## src/rtl/mmio_tx_port.sv

```systemverilog
// Memory-mapped serial transmit port.
// A store to TX_ADDR queues a byte in a 4-entry FIFO. The serializer sends
// each byte as a frame: one start bit (0), eight data bits LSB first, and
// one stop bit (1). Each bit lasts CLKS_PER_BIT clocks.
// Status register at STAT_ADDR reads as {28'b0, ovf, busy, full, empty}.
// Writing it with wd[0]=1 clears the sticky overflow flag.
// Ports:
//   clk   - clock; all state updates on its rising edge
//   reset - asynchronous reset, active low
//   we    - store strobe from the core
//   addr  - byte address from the core
//   wd    - store data from the core
//   rd    - combinational read data returned to the core
//   tx    - registered serial line, idle high
//   busy  - a frame is on the line or the FIFO holds data
module mmio_tx_port #(
  parameter int unsigned CLKS_PER_BIT = 4,
  parameter logic [31:0] TX_ADDR      = 32'h0000_00F0,
  parameter logic [31:0] STAT_ADDR    = 32'h0000_00F4
) (
  input  logic        clk,
  input  logic        reset,
  input  logic        we,
  input  logic [31:0] addr,
  input  logic [31:0] wd,
  output logic [31:0] rd,
  output logic        tx,
  output logic        busy
);

  localparam int unsigned DEPTH  = 4;
  localparam int unsigned PTR_W  = 2;
  localparam int unsigned CNT_W  = 3;
  localparam int unsigned DATA_W = 8;
  localparam int unsigned BAUD_W = 8;
  localparam int unsigned BIT_W  = 3;

  localparam logic [CNT_W-1:0]  CNT_FULL  = CNT_W'(DEPTH);
  localparam logic [BAUD_W-1:0] BAUD_LAST = BAUD_W'(CLKS_PER_BIT - 1);
  localparam logic [BIT_W-1:0]  BIT_LAST  = BIT_W'(DATA_W - 1);

  typedef enum logic [1:0] {
    S_IDLE  = 2'd0,
    S_START = 2'd1,
    S_DATA  = 2'd2,
    S_STOP  = 2'd3
  } state_t;

  logic [DATA_W-1:0] r_fifo [DEPTH];
  logic [PTR_W-1:0]  r_wr_ptr;
  logic [PTR_W-1:0]  r_rd_ptr;
  logic [CNT_W-1:0]  r_count;
  logic              r_ovf;

  state_t            r_state;
  state_t            w_state_nxt;
  logic [DATA_W-1:0] r_shift;
  logic [BAUD_W-1:0] r_baud;
  logic [BIT_W-1:0]  r_bit_idx;
  logic              r_tx;

  logic              w_full;
  logic              w_empty;
  logic              w_push_req;
  logic              w_push;
  logic              w_drop;
  logic              w_clr;
  logic              w_pop;
  logic              w_baud_done;
  logic [BAUD_W-1:0] w_baud_nxt;
  logic [BIT_W-1:0]  w_bit_idx_nxt;
  logic              w_tx_nxt;
  logic              w_unused_wd;

  // Only the low byte is transmitted; bit 0 doubles as the clear request.
  assign w_unused_wd = ^wd[31:DATA_W];

  assign w_full      = (r_count == CNT_FULL);
  assign w_empty     = (r_count == '0);
  assign w_push_req  = we && (addr == TX_ADDR);
  assign w_push      = w_push_req && !w_full;
  // A full FIFO drops the store even if a pop frees a slot this cycle.
  assign w_drop      = w_push_req && w_full;
  assign w_clr       = we && (addr == STAT_ADDR) && wd[0];
  assign w_pop       = (r_state == S_IDLE) && !w_empty;
  assign w_baud_done = (r_baud == BAUD_LAST);

  // FIFO pointers, occupancy and sticky overflow flag.
  always_ff @(posedge clk or negedge reset) begin
    if (!reset) begin
      r_wr_ptr <= '0;
      r_rd_ptr <= '0;
      r_count  <= '0;
      r_ovf    <= 1'b0;
    end else begin
      if (w_push) r_wr_ptr <= r_wr_ptr + PTR_W'(1);
      if (w_pop)  r_rd_ptr <= r_rd_ptr + PTR_W'(1);
      r_count <= r_count + CNT_W'(w_push) - CNT_W'(w_pop);
      if (w_drop)     r_ovf <= 1'b1;
      else if (w_clr) r_ovf <= 1'b0;
    end
  end

  // FIFO storage; contents are meaningless once the pointers are reset.
  always_ff @(posedge clk) begin
    if (w_push) r_fifo[r_wr_ptr] <= wd[DATA_W-1:0];
  end

  // Serializer state register.
  always_ff @(posedge clk or negedge reset) begin
    if (!reset) r_state <= S_IDLE;
    else        r_state <= w_state_nxt;
  end

  // Serializer next state.
  always_comb begin
    w_state_nxt = r_state;
    case (r_state)
      S_IDLE:  if (!w_empty) w_state_nxt = S_START;
      S_START: if (w_baud_done) w_state_nxt = S_DATA;
      S_DATA:  if (w_baud_done && (r_bit_idx == BIT_LAST)) w_state_nxt = S_STOP;
      S_STOP:  if (w_baud_done) w_state_nxt = S_IDLE;
      default: w_state_nxt = S_IDLE;
    endcase
  end

  // Baud counter and bit index; the index wraps to 0 after the last data bit.
  always_comb begin
    w_baud_nxt    = '0;
    w_bit_idx_nxt = r_bit_idx;
    if ((r_state != S_IDLE) && !w_baud_done) w_baud_nxt = r_baud + BAUD_W'(1);
    if ((r_state == S_DATA) && w_baud_done)  w_bit_idx_nxt = r_bit_idx + BIT_W'(1);
  end

  // Line level for the state being entered, so tx changes with the state.
  always_comb begin
    w_tx_nxt = 1'b1;
    case (w_state_nxt)
      S_START: w_tx_nxt = 1'b0;
      S_DATA:  w_tx_nxt = r_shift[w_bit_idx_nxt];
      default: w_tx_nxt = 1'b1;
    endcase
  end

  // Serializer datapath registers.
  always_ff @(posedge clk or negedge reset) begin
    if (!reset) begin
      r_baud    <= '0;
      r_bit_idx <= '0;
      r_shift   <= '0;
      r_tx      <= 1'b1;
    end else begin
      r_baud    <= w_baud_nxt;
      r_bit_idx <= w_bit_idx_nxt;
      if (w_pop) r_shift <= r_fifo[r_rd_ptr];
      r_tx      <= w_tx_nxt;
    end
  end

  assign tx   = r_tx;
  assign busy = (r_state != S_IDLE) || !w_empty;

  // Status read; every other address reads as zero.
  always_comb begin
    rd = '0;
    if (addr == STAT_ADDR) rd = {28'b0, r_ovf, busy, w_full, w_empty};
  end

endmodule

```

## config.mk

```make
export PLATFORM = sky130hd
export DESIGN_NAME = mmio_tx_port
export DESIGN_NICKNAME = d
export VERILOG_FILES = /design/src/rtl/mmio_tx_port.sv
export SDC_FILE = /design/constraint.sdc
export NUM_CORES = 1
export LEC_CHECK = 0
export BUFFER_PORTS_ARGS = -buffer_cell sky130_fd_sc_hd__buf_4
export CAP_MARGIN = 20
export CORE_AREA = 2 2 85 87
export DETAILED_ROUTE_END_ITERATION = 12
export DIE_AREA = 0 0 87 89
export PLACE_DENSITY_LB_ADDON = 0.15
export SYNTH_ARGS = -nofsm -noshare
export SYNTH_HDL_FRONTEND = slang
export SYNTH_SLANG_ARGS = --single-unit
```

## constraint.sdc

```tcl
create_clock -name clk -period 2.7 [get_ports clk]
set_input_delay 0.81 -clock clk [delete_from_list [all_inputs] [get_ports clk]]
set_output_delay 0.81 -clock clk [all_outputs]
set_load 0.02 [all_outputs]
```

==> results of run 1 <==
[metrics by stage]
| step | hold slack [ns] | setup TNS [ns] |
|---|---|---|
| finish | 0.382 | -1.53 |
| global route | 0.402 | -2.24 |
| floorplan | 0.438 | -1.04 |
| global placement | 0.461 | -6.15 |
| CTS | 0.386 | -1.74 |
| detailed placement | 0.460 | -6.03 |
[critical path, stage by stage]
cell and delay [ns]:
buf_4 0.12, nor4_4 0.24, nand4_1 0.19, nor4_4 0.32, buf_4 0.17, nand2_4 0.05
nor3b_4 0.19, inv_1 0.06, ha_1 0.27, inv_1 0.04, ha_2 0.16, fa_2 0.35
xnor2_2 0.14, xnor2_1 0.12
[cell families after synthesis]
logic type | count (synthesis)
XOR/XNOR | 12
buffers and inverters | 49
other | 1
multiplexers | 11
flip-flops | 62
adder cells (fa/ha/maj) | 10
AND/OR/NAND/NOR | 73
AO/OA/AOI/OAI | 19
[per-layer routing]
layer | share of wire | vias up | GRT usage
li1 | - | 912 | -
met2 | 0.53 | 35 | 0.262
met1 | 0.42 | 902 | 0.177
met5 | 0 | - | 0
met4 | 0.012 | 0 | 0.0597
met3 | 0.036 | 7 | 0.0416
[worst min path at each step]
stage / startpoint / endpoint / slack (ns) / cells past startpoint
after CTS: reset / r_baud[2]$_DFF_PN0_ / 0.39 / 1
final: reset / r_baud[1]$_DFF_PN0_ / 0.38 / 1
after global placement: r_shift[5]$_DFFE_PN0P_ / r_shift[5]$_DFFE_PN0P_ / 0.46 / 2
after global routing: reset / r_baud[2]$_DFF_PN0_ / 0.40 / 1
after detailed placement: r_shift[1]$_DFFE_PN0P_ / r_shift[1]$_DFFE_PN0P_ / 0.46 / 2
after floorplan: r_shift[6]$_DFFE_PN0P_ / r_shift[6]$_DFFE_PN0P_ / 0.44 / 2
[sequential cells by signal, indices dropped and copies added (netlist names), 2 cells and up]
register,cells
r_bit_idx,3
r_state,2
r_baud,8
r_rd_ptr,2
r_wr_ptr,2
r_shift,8
r_fifo,32
r_count,3
[placed cells by master (no fill, tap or decap), drive strengths merged, types with 2 or more instances in the layout]
cell type	Yosys	final
xnor2	7	7
nand4	2	2
nor3b	2	2
dfrtp	29	29
o2111ai	2	2
ha	9	9
mux4	8	8
nor4	6	6
nor2	11	11
o21ai	10	10
nor3	3	3
edfxtp	32	32
and2	4	4
nand2	25	25
nand3	7	7
bufinv	0	3
nor2b	2	2
a21oi	3	3
conb	1	28
mux2i	2	2
inv	16	20
and3	4	4
clkbuf	3	9
xor2	5	5
buf	30	62
[timing repair]
item	CTS	global route
buffers inserted	2	2
gates resized for setup	10	7
pin swaps	12	13
hold buffers	0	0
setup endpoints to repair	6	38
[report_power, final]
part           internal (uW)  switching (uW)  leakage (uW)
clock                    626             385      0.000125
sequential               995       0.0000608      0.000660
combinational           44.6            64.0      0.000876
[area by class of cell]
type / count / share of cell area
clock inverter: 7 / 0.0326
tap: 80 / 0.0261
clock buffer: 9 / 0.0323
timing repair buffer: 62 / 0.134
sequential: 62 / 0.447
inverter: 16 / 0.0157
multi-input combinational: 153 / 0.312
==> qor.txt, run 1 <==
Critical Path End: r_count[2]$_DFF_PN0_
WL/cell: 13.5 um
Post-route cell area: 3840 um^2
Critical path required time: 2.93 ns
Cells after Synth: 237
Starting Density: 0.449
CP Launch Point: addr[25]
Commonest cells in the netlist: edfxtp_1 (32), dfrtp_1 (29), buf_4 (28)
Tcrit/Tclk final: 1.11
Max clock buf depth: 2
Pre-Repair DR Iteration Count: 5
Detailed placement HPWL: 3870 um
Antenna-violating nets left: 0
First-pass GRT wire length: 8780 um
Buffers on Ports: 48
Die X: 87 um
Vias per inst: 4.77
P&R area growth vs syn: 27.3%
Worst-path clk slew: 0.08 ns
Post-synthesis xor/xnor area fraction: 0.0349
Power per cell area: 551 nW/um^2
Failing checks: negative setup slack
Min Tclk post-route: 3.01 ns
Crit path capture type: register
Largest net degree at the start of global routing: 31
Seq/Total Area, Yosys: 0.568
Flop2flop setup slack: 0.45 ns
CTS tree: built
Clk root buf: clkbuf_8
Worst reg2reg path startpoint: r_baud[0]$_DFF_PN0_
Slew margin rel.: 0.616
Synth area leaders: edfxtp_1 (32%), dfrtp_1 (24%), buf_4 (7.0%), mux4_2 (6.0%), ha_1 (3.7%)
Top-count cell post-synth: edfxtp_1
Util after Layout: 0.571
Max-cap violations: 0
Worst Skew: 0.00989 ns
Sequential cell area: 1710 um^2
Endpoints failing setup: 6
Warnings, synthesis: 0
Drc violations: 0
#FFs+latches synth: 62
Worst EP arrival: 3.23 ns
Total power: 2110 uW
Placed cell areas: 3500 um^2
Total placed cells including tap cells: 371
Startpoint Class: input pin
Standby leakage power: 0.00166 uW
Hold Violations, Final: 0
Largest family of logic cells by synthesized area: simple AND/OR/NAND/NOR gates
Cts bufs inserted: 9
Synth top area share: 0.319
Fin cells: 389
Routability cong.: 0.727
Initial antenna violation count: 0
Post-synthesis cell type count: 46
Unrepaired setup endpoints after global routing: yes
Num rows: 30
Wirelength, routed: 5260 um
Ports: 101
Via Count: 1,856
Area of the core region: 6720 um^2
Mux contribution to synthesized area: 0.0714
Synth Cell Area: 3010 um^2
Max-slew violation count: 0
Die height: 89 um
Fmax: 333 MHz
Synth area leader: edfxtp_1
Max FO, Critical Path: 2
CP Class: in2reg
Initial DRC count: 49
Fillers: 568
Post-Synth Simple-Gate Area: 0.140
Worst Setup Slack, final: -0.307 ns
R2R Path End: tx$_DFF_PN1_
Overflow after GRT: 0
Status: finished, violations left
Clk sink count: 62
Number of global-route vias before repair: 1,889
Peak VDD IR: 0.000372 V
H-Tree Level Count: 3
Layout Nets: 381
Worst Hold Class: in2async
Post-synthesis compound-gate area fraction: 0.0419
Number of synthesized flops with an enable pin: 32
GRT Total Usage: 0.150
Diodes inserted: 0
Worst Tran Pin Value: 0.576 ns
Die area: 7740 um^2
R2R cell count: 7
DP Worst Slack: -0.596 ns
Most used DFF post-synth: edfxtp_1
Syn avg cell area: 12.7 um^2
Share of layout cells above drive strength 1: 0.356
Async set-reset flop share out of synthesis: 0.484
Post-Synth Adder-Cell Area: 0.0440
Multi-input gate area: 1200 um^2
Clk_lat worst skew: 0.34 ns
No activity file was read; power rests on OpenSTA's default activity.
==> run 2, diff against run 1 <==
- CELL_PAD_IN_SITES_DETAIL_PLACEMENT: not set -> 1
- CELL_PAD_IN_SITES_GLOBAL_PLACEMENT: not set -> 1
- CORE_AREA: 2 2 85 87 -> 2 2 96 98
- DIE_AREA: 0 0 87 89 -> 0 0 98 100
- REMOVE_ABC_BUFFERS: not set -> 1
==> run 2 against run 1 <==
- the run still ends with negative setup slack left
- hold slack gained 0.020 ns
- non-clock buffer count shrank 5
- worst setup slack got worse by 0.041 ns
- clock power decreased by 17%
- cell count rose by 6.7%
- critical path depth fell by 7
- global-route usage fell by 1.8 points
- sequential power barely moved
- total power decreased by 8.1%
- via count rose by 1.2%
- critical path type is now in2out
- largest power group is now sequential cells
==> qor.txt, run 2 (same netlist as run 1, synthesis figures left out) <==
Status: finished, violations left
Failing checks: negative setup slack
Share of layout cells above drive strength 1: 0.345
Power per cell area: 510 nW/um^2
Die height: 100 um
Critical path required time: 1.89 ns
Worst Hold Class: in2async
Unrepaired setup endpoints after global routing: yes
GRT Total Usage: 0.132
Initial DRC count: 45
R2R cell count: 7
Die X: 98 um
Max FO, Critical Path: 4
WHS: 0.401 ns
Layout Nets: 376
Slew margin rel.: 0.613
Clk root buf: clkbuf_8
Met2 GRT Util: 0.234
First-pass GRT wire length: 10,100 um
Tcrit/Tclk final: 1.13
Flop2flop setup slack: 0.42 ns
Hold Violations, Final: 0
H-Tree Level Count: 3
Cts bufs inserted: 9
CTS tree: built
Worst Skew: 0.0115 ns
Global routing's busiest layer: met2
Pre-Repair DR Iteration Count: 4
Vias per inst: 4.53
Worst EP arrival: 2.24 ns
Overflow after GRT: 0
WL/cell: 14.4 um
Clk_lat worst skew: 0.33 ns
Ports: 101
Worst Setup Slack, final: -0.348 ns
Register name with the most flops: r_fifo
Routability cong.: 0.718
P&R area growth vs syn: 26.3%
Diodes inserted: 0
Starting Density: 0.339
CP Class: in2out
Drc violations: 0
M1 GR Usage: 0.162
Num rows: 35
Detailed placement HPWL: 4260 um
Initial antenna violation count: 0
Die area: 9800 um^2
Via Count: 1,879
Number of global-route vias before repair: 2,036
Area of the core region: 8890 um^2
Post-route cell area: 3810 um^2
Standby leakage power: 0.00161 uW
Crit path capture type: primary output
Worst Tran Pin Value: 0.580 ns
Max clock buf depth: 2
Fmax: 328 MHz
Buffers on Ports: 48
Endpoints failing setup: 6
Max-slew violation count: 0
Antenna-violating nets left: 0
Max-cap violations: 0
Largest net degree at the start of global routing: 31
Most common cell after layout, fill and taps aside: buf_4
Peak VDD IR: 0.000319 V
Worst-path clk slew: 0.08 ns
Min Tclk post-route: 3.05 ns
Wirelength, routed: 5990 um
Placed cell areas: 3490 um^2
Most frequent cells in the layout: buf_4 (44), edfxtp_1 (32), dfrtp_1 (29), conb_1 (28), nand2_1 (23)
Clk sink count: 62
Worst reg2reg path startpoint: r_baud[0]$_DFF_PN0_
Largest register FFs: 32
Startpoint Class: input pin
Met3 Use GR: 0.0348
R2R Path End: tx$_DFF_PN1_
Top flop regs: r_fifo x32, r_baud x8, r_shift x8
==> run 2: layout make-up <==
class | count | area [um^2]
fillers | 952 | 5080
flip-flops and latches | 62 | 1710
multi-input cells | 153 | 1180
repair buffers | 57 | 512
well taps | 111 | 139
clock buffers | 9 | 124
clock inverters | 7 | 81.3
inverters | 16 | 60.1
==> run 2: timing repair <==
item                                    CTS  global route
pin swaps                                12             6
hold buffers                              0             0
cloned                                    0             0
gates resized for setup                  19             5
endpoints found under the setup margin    6            38
setup buffers                             1             1
==> run 2: critical path, cell delays in order <==
cell,delay (ns)
buf_4,0.11
or4_4,0.51
nor4_4,0.31
buf_4,0.19
nand2_4,0.05
a21oi_2,0.12
buf_6,0.14
==> run 2: power by group <==
| group | leakage (uW) | switching, uW | total [uW] | internal [uW] |
|---|---|---|---|---|
| combinational | 0.000852 | 64.6 | 109 | 44.7 |
| sequential | 0.000660 | 0.0000626 | 994 | 994 |
| clock | 0.000100 | 402 | 839 | 437 |
==> run 2: through the flow <==
stage          std cells  setup TNS [ns]  worst slack, ns   util  power [uW]
3_3_place_gp         398           -8.55           -0.721  0.392        1110
5_1_grt              415           -2.28           -0.424  0.428        2020
3_5_place_dp         398          -10.03           -0.765  0.392        1120
4_1_cts              415           -1.56           -0.299  0.426        1970
2_1_floorplan        231           -2.61           -0.661      -        1050
6_report             415           -1.74           -0.348  0.428        1940
==> run 2: how the worst max path moves through the flow <==
stage / from / end / slack [ns] / depth (start not counted)
final: addr[0] / rd[2] / -0.35 / 7
after global routing: addr[9] / rd[2] / -0.42 / 7
after CTS: addr[27] / rd[2] / -0.30 / 8
after detailed placement: addr[1] / r_count[2]$_DFF_PN0_ / -0.77 / 12
after global placement: addr[1] / r_count[2]$_DFF_PN0_ / -0.72 / 12
after floorplan: addr[1] / r_count[2]$_DFF_PN0_ / -0.66 / 11
==> run 2: layer usage <==
layer,routed length [um],vias up,share of wire
met3,193,5,0.032
met5,0,-,0
met4,43,0,0.0072
li1,-,904,-
met1,2600,943,0.43
met2,3160,27,0.53
